==> src/rtl/pc_sequencer.sv <==
// PC sequencer for the single-cycle RISC-V core.
// Owns the program counter, requests instruction fetches from imem, and
// chooses the next PC at retire. The candidates are sequential, jump,
// branch, and trap vector. The block also handles execute stalls, halt/resume,
// and traps raised by misaligned jump or branch targets.
module pc_sequencer #(
  parameter logic [31:0] RESET_PC = 32'h0000_0000,
  parameter logic [31:0] TRAP_VEC = 32'h0000_0100,
  parameter int          CNT_W    = 32
) (
  input  logic             clk_i,
  input  logic             rst_i,
  output logic             fetch_req_o,
  input  logic             fetch_ready_i,
  output logic             instr_valid_o,
  input  logic             exec_stall_i,
  input  logic             branch_taken_i,
  input  logic [31:0]      branch_target_i,
  input  logic             jump_i,
  input  logic [31:0]      jump_target_i,
  input  logic             trap_req_i,
  input  logic             halt_req_i,
  input  logic             resume_i,
  output logic [31:0]      pc_o,
  output logic [31:0]      pc_plus4_o,
  output logic [31:0]      mepc_o,
  output logic             trap_taken_o,
  output logic             halted_o,
  output logic [CNT_W-1:0] instret_o
);

  typedef enum logic [1:0] {
    ST_BOOT  = 2'd0,
    ST_FETCH = 2'd1,
    ST_EXEC  = 2'd2,
    ST_HALT  = 2'd3
  } state_e;

  state_e           state_q, state_d;
  logic [31:0]      pc_q, pc_d;
  logic [31:0]      mepc_q, mepc_d;
  logic             trap_taken_q, trap_taken_d;
  logic [CNT_W-1:0] instret_q, instret_d;

  logic             retire_s;
  logic             redirect_s;
  logic [31:0]      redirect_tgt_s;
  logic             misaligned_s;
  logic             take_trap_s;
  logic [31:0]      pc_plus4_s;

  assign pc_plus4_s = pc_q + 32'd4;

  // State register; a reset in any state drops a pending fetch.
  always_ff @(posedge clk_i) begin
    if (rst_i) begin
      state_q <= ST_BOOT;
    end else begin
      state_q <= state_d;
    end
  end

  // Next-state logic: boot, then fetch/execute, with an optional halt after retire.
  always_comb begin
    state_d = state_q;
    case (state_q)
      ST_BOOT: begin
        state_d = ST_FETCH;
      end
      ST_FETCH: begin
        if (fetch_ready_i) begin
          state_d = ST_EXEC;
        end else begin
          state_d = ST_FETCH;
        end
      end
      ST_EXEC: begin
        if (exec_stall_i) begin
          state_d = ST_EXEC;
        end else if (halt_req_i) begin
          state_d = ST_HALT;
        end else begin
          state_d = ST_FETCH;
        end
      end
      ST_HALT: begin
        if (resume_i) begin
          state_d = ST_FETCH;
        end else begin
          state_d = ST_HALT;
        end
      end
      default: begin
        state_d = ST_BOOT;
      end
    endcase
  end

  // Handshake outputs are decoded directly from the state register.
  always_comb begin
    fetch_req_o   = 1'b0;
    instr_valid_o = 1'b0;
    halted_o      = 1'b0;
    case (state_q)
      ST_BOOT: begin
        fetch_req_o = 1'b0;
      end
      ST_FETCH: begin
        fetch_req_o = 1'b1;
      end
      ST_EXEC: begin
        instr_valid_o = 1'b1;
      end
      ST_HALT: begin
        halted_o = 1'b1;
      end
      default: begin
        fetch_req_o = 1'b0;
      end
    endcase
  end

  // Redirect decode: a jump outranks a branch. A target that is not
  // word-aligned becomes a trap instead of a redirect.
  always_comb begin
    retire_s       = (state_q == ST_EXEC) && !exec_stall_i;
    redirect_s     = jump_i || branch_taken_i;
    redirect_tgt_s = 32'h0000_0000;
    if (jump_i) begin
      redirect_tgt_s = jump_target_i;
    end else if (branch_taken_i) begin
      redirect_tgt_s = branch_target_i;
    end else begin
      redirect_tgt_s = pc_plus4_s;
    end
    misaligned_s = redirect_s && (redirect_tgt_s[1:0] != 2'b00);
    take_trap_s  = trap_req_i || misaligned_s;
  end

  // Next-value logic for PC, mepc, the trap pulse and the retired-instruction count.
  always_comb begin
    pc_d         = pc_q;
    mepc_d       = mepc_q;
    trap_taken_d = 1'b0;
    instret_d    = instret_q;
    if (retire_s) begin
      if (take_trap_s) begin
        pc_d         = TRAP_VEC;
        mepc_d       = pc_q;
        trap_taken_d = 1'b1;
      end else if (redirect_s) begin
        pc_d = redirect_tgt_s;
      end else begin
        pc_d = pc_plus4_s;
      end
      // A datapath exception does not retire. A misaligned control transfer
      // still counts as a retired instruction.
      if (trap_req_i) begin
        instret_d = instret_q;
      end else begin
        instret_d = instret_q + {{(CNT_W-1){1'b0}}, 1'b1};
      end
    end else begin
      pc_d = pc_q;
    end
  end

  // Datapath registers, with synchronous reset to the boot values.
  always_ff @(posedge clk_i) begin
    if (rst_i) begin
      pc_q         <= RESET_PC;
      mepc_q       <= 32'h0000_0000;
      trap_taken_q <= 1'b0;
      instret_q    <= {CNT_W{1'b0}};
    end else begin
      pc_q         <= pc_d;
      mepc_q       <= mepc_d;
      trap_taken_q <= trap_taken_d;
      instret_q    <= instret_d;
    end
  end

  assign pc_o         = pc_q;
  assign pc_plus4_o   = pc_plus4_s;
  assign mepc_o       = mepc_q;
  assign trap_taken_o = trap_taken_q;
  assign instret_o    = instret_q;

endmodule

==> config.mk <==
export PLATFORM = sky130hd
export DESIGN_NAME = pc_sequencer
export DESIGN_NICKNAME = d
export VERILOG_FILES = /design/src/rtl/pc_sequencer.sv
export SDC_FILE = /design/constraint.sdc
export NUM_CORES = 1
export LEC_CHECK = 0
export ABC_AREA = 0
export ABC_CLOCK_PERIOD_IN_PS = 2200
export CORE_ASPECT_RATIO = 0.75
export CORE_UTILIZATION = 45
export DETAILED_ROUTE_END_ITERATION = 6
export PLACE_DENSITY = 0.86
export SETUP_SLACK_MARGIN = 0.3
export SLEW_MARGIN = 20
export SYNTH_ARGS = -nofsm -noshare
export SYNTH_HDL_FRONTEND = slang
export SYNTH_SLANG_ARGS = --single-unit
==> constraint.sdc <==
create_clock -name clk_i -period 2.2 [get_ports clk_i]
set_input_delay 0.33 -clock clk_i [delete_from_list [all_inputs] [get_ports clk_i]]
set_output_delay 0.33 -clock clk_i [all_outputs]
set_load 0.01 [all_outputs]
==> results.py <==
metrics = {
    "timing": {
        "finalSetupTns_ns": -3.90,
        "skew_ns": 0.00966,
        "setup_viol": 24,
        "period_minus_slack_ns": 2.58,
        "setup_slack_ns": -0.385,
        "fmax_ghz": 0.387,
        "drv_slew": 0,
        "maxSlewHeadroom_pct": 57.9,
        "hold_viol": 0,
        "worstMarginPinSlew_ns": 0.631,
        "fin_crit_sh_pct": 117,
        "grt_setup_unrepaired": "true",
    },
    "synthesis": {
        "ys_dominant_reg_cell": "dfxtp_1",
        "synth-edff-count": 0,
        "ys_seq_area_share_pct": 37.0,
        "syn_nets": 759,
        "yosysWarnings": 0,
        "async_flop_share_pct": 0,
        "synth_seq_cells": 99,
        "syn-instance-count": 684,
        "ys_types": 66,
        "avgSynthCellArea_um2": 7.84,
        "syn_area_um2": 5360,
    },
    "drt": {
        "dr.pass1.iters": 7,
        "routed-via-count": 7912,
        "avgViaCountPerCell": 6.63,
        "drc": 5,
        "finalWirelength_mm": 29.6,
        "drt_iter0_markers": 1140,
        "wl_per_cell_um": 24.8,
        "drtAntennaViolNets": 0,
    },
    "cts": {
        "htree_num_levels": 3,
        "clkTransAtPathRegs_ns": 0.07,
        "cts.sinks": 99,
        "cts_tree": "built",
        "cts-buffers-inserted": 9,
        "root_buffer": "clkbuf_16",
        "insertion_delay_ns": 0.36,
        "cts_max_path_buffers": 2,
        "ctsHoldBuffers": 0,
    },
    "global_routing": {
        "antenna_found_initial": 0,
        "grtUsageTotal_pct": 38.8,
        "grt_pass1_wl_mm": 36.6,
        "grt_max_degree": 41,
        "first_global_vias": 6718,
        "overflow": 0,
    },
    "placement": {
        "port_buffers": 204,
        "hpwl_mm": 15.6,
        "post-place-ws_ns": -0.460,
        "gp_congestion": 0.933,
    },
    "floorplan": {
        "die_width_um": 128,
        "start_util_pct": 46.2,
        "core_area_um2": 11600,
        "dieArea_um2": 12400,
        "die_y_um": 96.5,
        "core.rowCount": 34,
        "io_pins": 205,
    },
    "critical_path": {
        "cp.required_ns": 1.87,
        "worstSetupPathType": "flop to primary output",
        "worstPathMaxFanout": 4,
        "cp.arrival_ns": 2.25,
        "path_common_cell": "buf_6",
        "worst_setup_path_end_kind": "primary output",
        "worstPathCellList": "nand2_1 > nor3_4 > buf_6 > buf_6 > nand4_1 > xnor2_1 > buf_2",
        "start_kind": "flop",
        "cpMaxStageDelayCell": "dfxtp_1",
        "cp_slowest_stage_delay_ns": 0.46,
    },
    "power": {
        "p_leak_nw": 3.80,
        "ir_worst_vdd_uv": 466,
        "design_power_total_mw": 4.16,
        "powerDensity_nw_per_um2": 429,
    },
    "layout": {
        "layout_common_cells": "clkdlybuf4s50_1 (168), buf_4 (147), nand2_1 (96)",
        "syn_to_final_growth_pct": 80.9,
        "layout-drive-gt1-share_pct": 32.8,
        "final_common_cell": "clkdlybuf4s50_1",
        "diodes": 0,
        "nets": 1102,
    },
    "run_status": {
        "violations": "DRC, setup timing",
        "status": "finished with violations",
    },
    "run": {
        "maxCapViolations": 0,
    },
    "min_path": {
        "hold_path_class": "input port to flop",
    },
}
metrics by stage:
| step | util [%] | std cells | hold slack [ns] | instance area, µm² |
|---|---|---|---|---|
| after floorplan | - | 684 | 0.442 | 5440 |
| after global placement | 72.5 | 1127 | 0.443 | 8420 |
| after detailed placement | 72.5 | 1127 | 0.445 | 8420 |
| after CTS | 78.4 | 1170 | 0.288 | 9100 |
| after global routing | 83.5 | 1194 | 0.307 | 9700 |
| final | 83.5 | 1194 | 0.323 | 9700 |
path summary, 6_finish.rpt:
kind / to / slack (ns) / from / depth (start not counted)
setup / recovery: pc_plus4_o[30] / -0.38 / pc_o[10] / 7
hold reg to reg: mepc_o[13] / 0.46 / mepc_o[13] / 2
setup reg to reg: pc_o[20] / -0.12 / pc_o[2] / 10
hold / removal: state_q[0] / 0.32 / exec_stall_i / 2
flip-flops by register name (all words and copies together) (netlist names):
signal	flops
instret_o	32
trap_taken_o	1
pc_o	32
state_q	2
mepc_o	32
cells by family after synthesis:
kind of cell / Yosys count / share of synthesized area [%]
simple gates: 290 / 27.9
compound gates: 167 / 20.0
flops: 99 / 37.0
buf+inv: 72 / 5.65
xor+xnor: 44 / 7.19
mux: 10 / 1.87
fa+ha+maj: 2 / 0.467
final cells by class:
| class | instances | area, µm² |
|---|---|---|
| fill | 595 | 1920 |
| multi-input combinational | 514 | 3700 |
| sequential | 99 | 2010 |
| tap | 162 | 203 |
| inverter | 22 | 82.6 |
| clock inverter | 5 | 67.6 |
| timing repair buffer | 381 | 3390 |
| clock buffer | 11 | 243 |
worst max-delay path: cells and delay by family (launching register included):
kind | cells | cell delay (ns)
and+or+nand+nor | 3 | 0.71
buffers and inverters | 3 | 0.48
DFF | 1 | 0.46
xor gates and xnor gates | 1 | 0.23
power breakdown:
| part | internal (mW) | total, mW | switching (mW) |
|---|---|---|---|
| clock network | 0.934 | 1.72 | 0.790 |
| logic | 0.293 | 0.617 | 0.324 |
| registers | 1.80 | 1.82 | 0.0185 |
| total | 3.03 | 4.16 | 1.13 |
what timing repair did:
action,4_1_cts,5_1_grt
pin swaps,43,46
cloned,1,1
setup endpoints to repair,108,99
endpoints found under the hold margin,0,0
gates resized for setup,197,97
setup buffers,26,23
routing by layer:
layer | share of wire [%] | global-route usage (%) | vias up | wire (µm)
met5 | 0 | 0 | - | 0
met4 | 9.6 | 20.9 | 0 | 2840
met3 | 14 | 9.20 | 315 | 4040
met2 | 42 | 62.3 | 872 | 12500
met1 | 34 | 48.8 | 3579 | 10200
li1 | - | - | 3146 | -
synthesized netlist by cell type (all sizes together) (3+ instances only):
master / instances / area (µm²)
a2111oi: 3 / 45.1
a211oi: 6 / 50.1
a21oi: 61 / 305
a221oi: 4 / 35.0
a22o: 6 / 52.6
a22oi: 4 / 30.0
a31oi: 6 / 37.5
a32oi: 4 / 35.0
and2: 6 / 38.8
and3: 9 / 56.3
and4: 6 / 52.6
buf: 15 / 88.8
clkbuf: 35 / 131
dfxtp: 99 / 1980
inv: 22 / 82.6
mux2i: 10 / 100
nand2: 101 / 379
nand2b: 3 / 18.8
nand3: 22 / 115
nand3b: 4 / 30.0
nand4: 21 / 131
nor2: 43 / 161
nor2b: 7 / 43.8
nor3: 29 / 145
nor4: 9 / 71.3
o21ai: 33 / 165
o22ai: 11 / 68.8
o31ai: 5 / 37.5
o32ai: 3 / 26.3
or2: 5 / 31.3
or3: 14 / 95.1
or4b: 4 / 40.0
xnor2: 34 / 298
xor2: 10 / 87.6
Note: power is estimated with default switching activity, not from simulation.
==> variant: new RTL, same settings <==
The 4 states of `state_e` get a one-hot encoding in 4 bits.
--- a/src/rtl/pc_sequencer.sv
+++ b/src/rtl/pc_sequencer.sv
@@ -29,11 +29,11 @@
   output logic [CNT_W-1:0] instret_o
 );
 
-  typedef enum logic [1:0] {
-    ST_BOOT  = 2'd0,
-    ST_FETCH = 2'd1,
-    ST_EXEC  = 2'd2,
-    ST_HALT  = 2'd3
+  typedef enum logic [3:0] {
+    ST_BOOT  = 4'b0001,
+    ST_FETCH = 4'b0010,
+    ST_EXEC  = 4'b0100,
+    ST_HALT  = 4'b1000
   } state_e;
 
   state_e           state_q, state_d;
Formal check against the unedited RTL: no difference found for any inputs over 4 cycles, from zero or initial values and one cycle with rst_i high; so few cycles prove little.
==> variant against the original RTL <==
  * The flow now stops in global routing
  * Synthesized area decreased by 1.9%
  * Synthesized cell count decreased by 1.6%
==> variant: results (changes against the original RTL) <==
outcome:
  status: "did not finish"
  lastStage: "global routing"
  error_line: "[ERROR DPL-0038] Utilization greater than 100%, impossible to legalize"
timing:
  crit_endpoint: "pc_plus4_o[22]"
  worst-ep-kind: "output port"
yosys:
  syn_nets: 748  # -1.4%
  ys_ff_latch: 101  # +2.0%
  synth-main-ff-cell: "dfxtp_1"
  seq_area_frac_synth_pct: 38.44  # +1.5 points
  yosys_warnings: 0  # unchanged
  synthTopCellsByCount: "nand2_1, dfxtp_1, nor2_1, a21oi_1, xnor2_1"
  synth.most_common_cell: "nand2_1"
  syn_avg_cell_area_um2: 7.816  # -0.26%
  async_flop_share_pct: 0  # unchanged
  synth.distinct_cells: 58  # -12%
  synthTopCellsByArea: "dfxtp_1, nand2_1, xnor2_1"
clock_network:
  cts_buffers: 9  # unchanged
  root_buffer: "clkbuf_16"
  cts_htree_levels: 3  # unchanged
  cts_buffer_depth: 2  # unchanged
placement:
  hpwl_um: 15870  # +1.7%
  numPortBuffers: 204  # unchanged
  gp_congestion: 0.9425  # +1.1%
  dp_cells: 1080  # -4.2%
  placed_area_um2: 8486  # +0.74%
grt:
  grt_start_max_net_pins: 53
floorplan:
  die_w_um: 126.8  # -0.93%
-- variant: changes by cell type after synthesis, sizes merged, moves of 4 or more --
| cell | unedited run | this run |
|---|---|---|
| a211oi | 6 | 1 |
| a21oi | 61 | 50 |
| o22ai | 11 | 7 |
| xnor2 | 34 | 44 |
| clkbuf | 35 | 39 |
| nor3 | 29 | 20 |
| or3 | 14 | 9 |
| nor4 | 9 | 16 |
| inv | 22 | 16 |
| a22oi | 4 | 9 |
| a31o | 0 | 5 |
| nor2 | 43 | 60 |
| nor2b | 7 | 2 |
| o31ai | 5 | 1 |
-- variant: repair_timing --
item / CTS
buffers inserted: 46
gates resized for setup: 370
hold buffers: 0
gates cloned: 8
setup endpoints to repair: 127
pin swaps: 139
-- variant: kinds of logic after synthesis --
kind of cell / after synthesis / synth area share, %
AO/OA/AOI/OAI: 151 / 18.41
XOR/XNOR: 55 / 9.158
adder cells (fa/ha/maj): 2 / 0.4757
buffers and inverters: 67 / 5.162
flip-flops: 101 / 38.44
multiplexers: 8 / 1.522
AND/OR/NAND/NOR: 289 / 26.83
-- variant: stage by stage --
stage / TNS [ns] / worst slack, ns / hold WS [ns] / util (%)
after floorplan: -2.470 / -0.2718 / 0.4783 / -
after CTS: -2.848 / -0.2400 / 0.4288 / 92.78
after detailed placement: -8.740 / -0.3696 / 0.4488 / 76.12
after global placement: -7.092 / -0.3169 / 0.4423 / 76.12
